**config.mk**
```make
export PLATFORM = sky130hd
export DESIGN_NAME = next_line_propagate
export DESIGN_NICKNAME = d
export VERILOG_FILES = /design/src/rtl/next_line_propagate.sv
export SDC_FILE = /design/constraint.sdc
export NUM_CORES = 2
export LEC_CHECK = 0
export BUFFER_PORTS_ARGS = -buffer_cell sky130_fd_sc_hd__buf_4
export CAP_MARGIN = 20
export CORE_MARGIN = 2
export CORE_UTILIZATION = 25
export DETAILED_ROUTE_END_ITERATION = 10
export PLACE_DENSITY_LB_ADDON = 0.25
export SYNTH_ARGS = -nofsm -noshare
export SYNTH_HDL_FRONTEND = slang
export SYNTH_SLANG_ARGS = --single-unit
```
**constraint.sdc**
```tcl
create_clock -name i_clk -period 5.4 [get_ports i_clk]
set_clock_uncertainty 0.05 [all_clocks]
set_input_delay 0.27 -clock i_clk [delete_from_list [all_inputs] [get_ports i_clk]]
set_output_delay 0.27 -clock i_clk [all_outputs]
set_load 0.005 [all_outputs]
```
**src/rtl/next_line_propagate.sv**
```systemverilog
// Propagates a connected-domain mask from the previous image row into the
// current one: reads the row from BRAM, flood-fills from the seed, writes it back.
module next_line_propagate #(
  parameter int CONNECT8 = 1
) (
  input  logic         i_clk,
  input  logic         i_rstn,
  input  logic         i_trig,
  output logic         o_done,
  input  logic [8:0]   i_row_num,
  input  logic [511:0] i_prev_mask,
  output logic [12:0]  o_rd_from_bram_addr,
  input  logic [31:0]  i_rd_from_bram_data,
  output logic         o_rd_from_bram_trig,
  input  logic         i_rd_from_bram_done,
  output logic [12:0]  o_wr_to_bram_addr,
  output logic [31:0]  o_wr_to_bram_data,
  output logic         o_wr_to_bram_trig,
  input  logic         i_wr_to_bram_done,
  output logic [511:0] o_512b_mask,
  output logic         o_mask_empty,
  output logic [2:0]   o_dbg_state
);

  // Both BRAM buses: trig rises the cycle after *_REQ, stays high with a
  // stable address/data until done is sampled high, then drops for at least
  // one cycle before the next word. done is only looked at while trig is high.
  typedef enum logic [2:0] {
    IDLE    = 3'd0,
    RD_REQ  = 3'd1,
    RD_WAIT = 3'd2,
    GROW    = 3'd3,
    WR_REQ  = 3'd4,
    WR_WAIT = 3'd5,
    DONE    = 3'd6
  } state_e;

  state_e         state_q, state_d;
  logic [3:0]     k_q, k_d;
  logic [8:0]     row_num_q, row_num_d;
  logic [511:0]   prev_q, prev_d;
  logic [511:0]   row_q, row_d;
  logic [511:0]   fill_q, fill_d;
  logic [12:0]    rd_addr_q, rd_addr_d;
  logic           rd_trig_q, rd_trig_d;
  logic [12:0]    wr_addr_q, wr_addr_d;
  logic [31:0]    wr_data_q, wr_data_d;
  logic           wr_trig_q, wr_trig_d;
  logic [511:0]   mask_q, mask_d;
  logic           empty_q, empty_d;

  function automatic logic [511:0] spread(input logic [511:0] v);
    return v | (v << 1) | (v >> 1);
  endfunction

  logic [511:0] near_prev;
  logic [511:0] grow_step;

  assign near_prev = (CONNECT8 != 0) ? spread(prev_q) : prev_q;
  assign grow_step = row_q & spread(fill_q);

  always_comb begin
    state_d   = state_q;
    k_d       = k_q;
    row_num_d = row_num_q;
    prev_d    = prev_q;
    row_d     = row_q;
    fill_d    = fill_q;
    rd_addr_d = rd_addr_q;
    rd_trig_d = rd_trig_q;
    wr_addr_d = wr_addr_q;
    wr_data_d = wr_data_q;
    wr_trig_d = wr_trig_q;
    mask_d    = mask_q;
    empty_d   = empty_q;
    case (state_q)
      IDLE: begin
        if (i_trig) begin
          row_num_d = i_row_num;
          prev_d    = i_prev_mask;
          k_d       = 4'd0;
          state_d   = RD_REQ;
        end
      end
      RD_REQ: begin
        rd_addr_d = {row_num_q, k_q};
        rd_trig_d = 1'b1;
        state_d   = RD_WAIT;
      end
      RD_WAIT: begin
        if (rd_trig_q && i_rd_from_bram_done) begin
          row_d[{k_q, 5'd0} +: 32] = i_rd_from_bram_data;
          rd_trig_d = 1'b0;
          if (k_q == 4'd15) begin
            k_d     = 4'd0;
            // Seed uses the fully assembled row, including the word just read.
            fill_d  = row_d & near_prev;
            state_d = GROW;
          end else begin
            k_d     = k_q + 4'd1;
            state_d = RD_REQ;
          end
        end
      end
      GROW: begin
        if (grow_step == fill_q) begin
          mask_d  = fill_q;
          empty_d = (fill_q == '0);
          state_d = WR_REQ;
        end else begin
          fill_d = grow_step;
        end
      end
      WR_REQ: begin
        wr_addr_d = {row_num_q, k_q};
        wr_data_d = fill_q[{k_q, 5'd0} +: 32];
        wr_trig_d = 1'b1;
        state_d   = WR_WAIT;
      end
      WR_WAIT: begin
        if (wr_trig_q && i_wr_to_bram_done) begin
          wr_trig_d = 1'b0;
          if (k_q == 4'd15) begin
            k_d     = 4'd0;
            state_d = DONE;
          end else begin
            k_d     = k_q + 4'd1;
            state_d = WR_REQ;
          end
        end
      end
      DONE: begin
        if (!i_trig) state_d = IDLE;
      end
      default: state_d = IDLE;
    endcase
  end

  always_ff @(posedge i_clk or negedge i_rstn) begin
    if (!i_rstn) begin
      state_q   <= IDLE;
      k_q       <= '0;
      row_num_q <= '0;
      prev_q    <= '0;
      row_q     <= '0;
      fill_q    <= '0;
      rd_addr_q <= '0;
      rd_trig_q <= 1'b0;
      wr_addr_q <= '0;
      wr_data_q <= '0;
      wr_trig_q <= 1'b0;
      mask_q    <= '0;
      empty_q   <= 1'b0;
    end else begin
      state_q   <= state_d;
      k_q       <= k_d;
      row_num_q <= row_num_d;
      prev_q    <= prev_d;
      row_q     <= row_d;
      fill_q    <= fill_d;
      rd_addr_q <= rd_addr_d;
      rd_trig_q <= rd_trig_d;
      wr_addr_q <= wr_addr_d;
      wr_data_q <= wr_data_d;
      wr_trig_q <= wr_trig_d;
      mask_q    <= mask_d;
      empty_q   <= empty_d;
    end
  end

  assign o_done              = (state_q == DONE);
  assign o_rd_from_bram_addr = rd_addr_q;
  assign o_rd_from_bram_trig = rd_trig_q;
  assign o_wr_to_bram_addr   = wr_addr_q;
  assign o_wr_to_bram_data   = wr_data_q;
  assign o_wr_to_bram_trig   = wr_trig_q;
  assign o_512b_mask         = mask_q;
  assign o_mask_empty        = empty_q;
  assign o_dbg_state         = state_q;

endmodule

```
==> impl_metrics.yaml, run 1 <==
outcome:
  status: "stopped before the end"
  stop_stage: "global placement (3_3_place_gp)"
  firstError: "[ERROR GPL-0305] RePlAce diverged during gradient descent calculation, resulting in an invalid step length (Inf or NaN). This is often caused by numerical instability ..."
synth:
  synth_top_area_share_pct: 47.5
  synth.distinct_cells: 85
  avgSynthCellArea_um2: 10.1
  syn-instance-count: 11100
  synth_edf_count: 0
  yosysSeqAreaShare_pct: 47.5
  syn_area_um2: 112000
  async_reset_ff_share_pct: 100
  yosys_warnings: 0
  synth.area.top_cells: "dfrtp_1 48%, mux2_2 7.9%, o21ai_0 4.1%"
  synth-seq-cells: 2125
  synth_top_area_cell: "dfrtp_1"
  syn_nets: 11600
  synth_flop_cell: "dfrtp_1"
die:
  start_util_pct: 25.1
  io_pins: 1135
  fp.dieW_um: 673
  std_cell_rows: 245
  die_h_um: 673
place:
  portBuffers: 1134
## Yosys cell counts, drive strengths merged (9+ instances only)
cell type,count
dfrtp,2125
mux2,1210
o21ai,1169
clkbuf,815
nand2,794
nor3,707
nor2,685
inv,436
nand2b,319
a21oi,277
nor4,258
o211ai,253
o311ai,197
o31ai,197
buf,170
mux4,160
mux2i,113
nand4,112
o22ai,102
o32ai,95
or3,84
nand3,82
o2111ai,82
a221oi,80
a31oi,79
a2111oi,70
a211oi,59
o31a,46
nor3b,28
nor2b,25
or4,25
o41ai,24
a211o,23
and3,18
and2,13
a21o,10
o21bai,9
o32a,9
## cell families after synthesis
logic type / after synthesis / synth area share [%]
compound gates: 2865 / 16.9
xor+xnor: 2 / 0.0157
simple gates: 3170 / 13.7
fa+ha+maj: 5 / 0.0559
buf+inv: 1421 / 5.11
flops: 2125 / 47.5
mux: 1483 / 16.7
==> run 2: changes to the inputs <==
- CORE_UTILIZATION: 25 -> 20
- PLACE_DENSITY_LB_ADDON: 0.25 -> 0.15
==> run 2 against run 1 <==
Against the previous run: the flow now finishes, with violations (setup timing); synthesized cell count did not move; synthesized area unchanged.
==> impl_metrics.yaml, run 2 <==
outcome:
  status: "complete, but fails checks"
  violations: "setup timing"
die:
  die_h_um: 752
  start_util_pct: 20.1
  die_area_um2: 565000
  core_um2: 557000
  std_cell_rows: 274
  fp.dieW_um: 752
  io_pins: 1135
power_and_ir_drop:
  powerDensity_nw_per_um2: 459
  p_leak_nw: 69.8
  ir_drop_uv: 321
synth:
  syn-instance-count: 11100
  synth_top_area_cell: "dfrtp_1"
  synthMuxAreaShare_pct: 16.7
  synth_top_cells_by_count: "2125 x dfrtp_1, 924 x o21ai_0, 810 x clkbuf_1"
  avgSynthCellArea_um2: 10.1
  synth.area.top_cells: "dfrtp_1 48%, mux2_2 7.9%, o21ai_0 4.1%"
  synth_flop_cell: "dfrtp_1"
  synth-seq-cells: 2125
  yosysSeqAreaShare_pct: 47.5
  synth-xor-area-share_pct: 0.0157
  async_reset_ff_share_pct: 100
  syn_nets: 11600
  yosys_warnings: 0
  synth_top_family_by_area: "compound AO/OA/AOI/OAI gates"
  synth.distinct_cells: 85
  synth_compound_area_share_pct: 16.9
  synth_adder_area_share_pct: 0.0559
  synth_top_area_share_pct: 47.5
  synth_edf_count: 0
  synth.most_common_cell: "dfrtp_1"
  yosys.area_share.simple_pct: 13.7
  syn_area_um2: 112000
place:
  dp.cells: 20600
  dp_hpwl_um: 1000000
  gp_congestion: 1.14
  portBuffers: 1134
  post-place-ws_ps: -19.6
finish:
  final.fill_count: 58900
  regArea_um2: 53200
  area_growth_pct: 46.3
  final_cells: 22500
  drive_above_1_share_pct: 32.4
  final_common_cell: "buf_4"
  nNetsFinal: 15000
  layout_common_cells: "2923 x buf_4, 2115 x dfrtp_1, 997 x dlygate4sd3_1"
  multiInputGateArea_um2: 53700
critical_path:
  critPathMaxFanout: 8
  cp-end-kind: "flop"
  crit_arrival_ps: 6430
  startpoint_type: "flop"
  worstPathRequired_ps: 6240
  critical_path_class: "reg -> reg"
cts:
  cts_tree: "built"
  htree_levels: 5
  root_buffer: "clkbuf_16"
  clk_pin_slew_worst_paths_ps: 60
  clkSinkCount: 2125
  cts_buffer_depth: 4
  clk_latency_ps: 1050
  cts_made_buffers: 286
  cts_setup_buffers: 0
sta:
  finalSetupTns_ps: -36810
  min_period_over_period_pct: 104
  hold_ws_ps: 23.4
  finalHoldViolations: 0
  fin_crit_ps: 5590
  tightestPinTransition_ps: 1430
  clock.fmax_mhz: 179
  slew-limit-headroom_pct: 4.12
  setup_ws_ps: -191
  setup-violations-final: 558
  rsz0062_at_grt: "false"
  slew_viol_final: 0
global_route:
  grt_pass1_vias: 116000
  antenna_found_initial: 420
  grt_usage_pct: 40.9
  grt_max_degree: 134
  grt_pass1_wl_um: 1460000
  grt.overflow.total: 0
routing:
  first_iter_violations: 19900
  post_drt_wl_per_cell_um: 53.2
  routed_wl_um: 1200000
  drc: 0
  first_pass_iters: 6
  ant_nets: 0
  via_count: 128000
  vias_per_cell: 5.68
flow_run:
  cap_violations: 0
hold_path:
  hp-class: "in -> reg"
==> run 2: cell counts after synthesis <==
No cell type changed its count.
==> run 2: cells by family (layout without fill, tap and decap cells) <==
family                   count (synthesis)  in the layout
XOR/XNOR                                 2              2
AO/OA/AOI/OAI                         2865           2865
other                                    0            372
multiplexers                          1483           1483
buffers and inverters                 1421           5030
adder cells (fa/ha/maj)                  5              5
flip-flops                            2125           2125
AND/OR/NAND/NOR                       3170           3170
==> run 2: layer usage <==
layer / wire length, um / up-vias / GRT usage, %
met3: 120000 / 2249 / 12.0
met2: 470000 / 9781 / 55.4
met5: 328 / - / 0
met4: 103000 / 48 / 29.9
li1: - / 48400 / -
met1: 504000 / 67400 / 54.6
==> run 2: layout make-up <==
| class | instances | area share (%) |
|---|---|---|
| clock inverters | 85 | 0.738 |
| well taps | 7452 | 5.70 |
| clock buffers | 412 | 5.05 |
| inverters | 436 | 1.00 |
| flip-flops and latches | 2125 | 32.5 |
| diodes | 372 | 0.569 |
| repair buffers | 4097 | 21.6 |
| multi-input cells | 7525 | 32.8 |
==> run 2: path summary, 6_finish.rpt <==
check / start / endpoint / slack (ps) / cells after the start
worst min register to register: row_q[46] / row_q[46] / 430 / 2
max in group asynchronous: i_rstn / prev_q[305] / 3910 / 4
worst max-delay path: fill_q[337] / fill_q[295] / -190 / 13
worst min-delay path: i_prev_mask[458] / prev_q[458] / 20 / 3
worst max register to register: fill_q[337] / fill_q[295] / -190 / 13
min in group asynchronous: i_rstn / row_q[330] / 220 / 3
==> run 2: critical path: stages, from the launching register on <==
cell      delay, ps
dfrtp_1         710
o211ai_1        960
nand4_1         460
or4_1           660
nor4_1          450
buf_4           190
nand4_1         120
buf_4           210
or4_4           590
buf_12          190
buf_12          170
a211oi_1        450
buf_4           190
a211oi_1         40
==> run 2: where the power goes <==
part / internal, mW / leakage, nW / switching [mW] / total [mW]
combinational: 9.97 / 36.8 / 21.1 / 31.1
clock: 11.6 / 4.66 / 8.52 / 20.1
sequential: 18.6 / 28.4 / 5.39 / 24.0
==> run 2: through the flow <==
stage	power, mW	util [%]	area (um2)
finish	75.2	29.4	164000
detailed placement	52.8	25.7	143000
global route	75.5	29.3	163000
CTS	73.6	29.2	163000
global placement	52.9	25.7	143000
floorplan	32.7	-	112000
==> run 2: repair_timing <==
| action | CTS | global route |
|---|---|---|
| endpoints found under the hold margin | 1975 | 0 |
| pin swaps | 0 | 0 |
| hold buffers | 998 | 0 |
| cloned | 0 | 0 |
| gates resized for setup | 1 | 1 |
| setup endpoints to repair | 9 | 12 |
(Power assumes the default switching activity.)
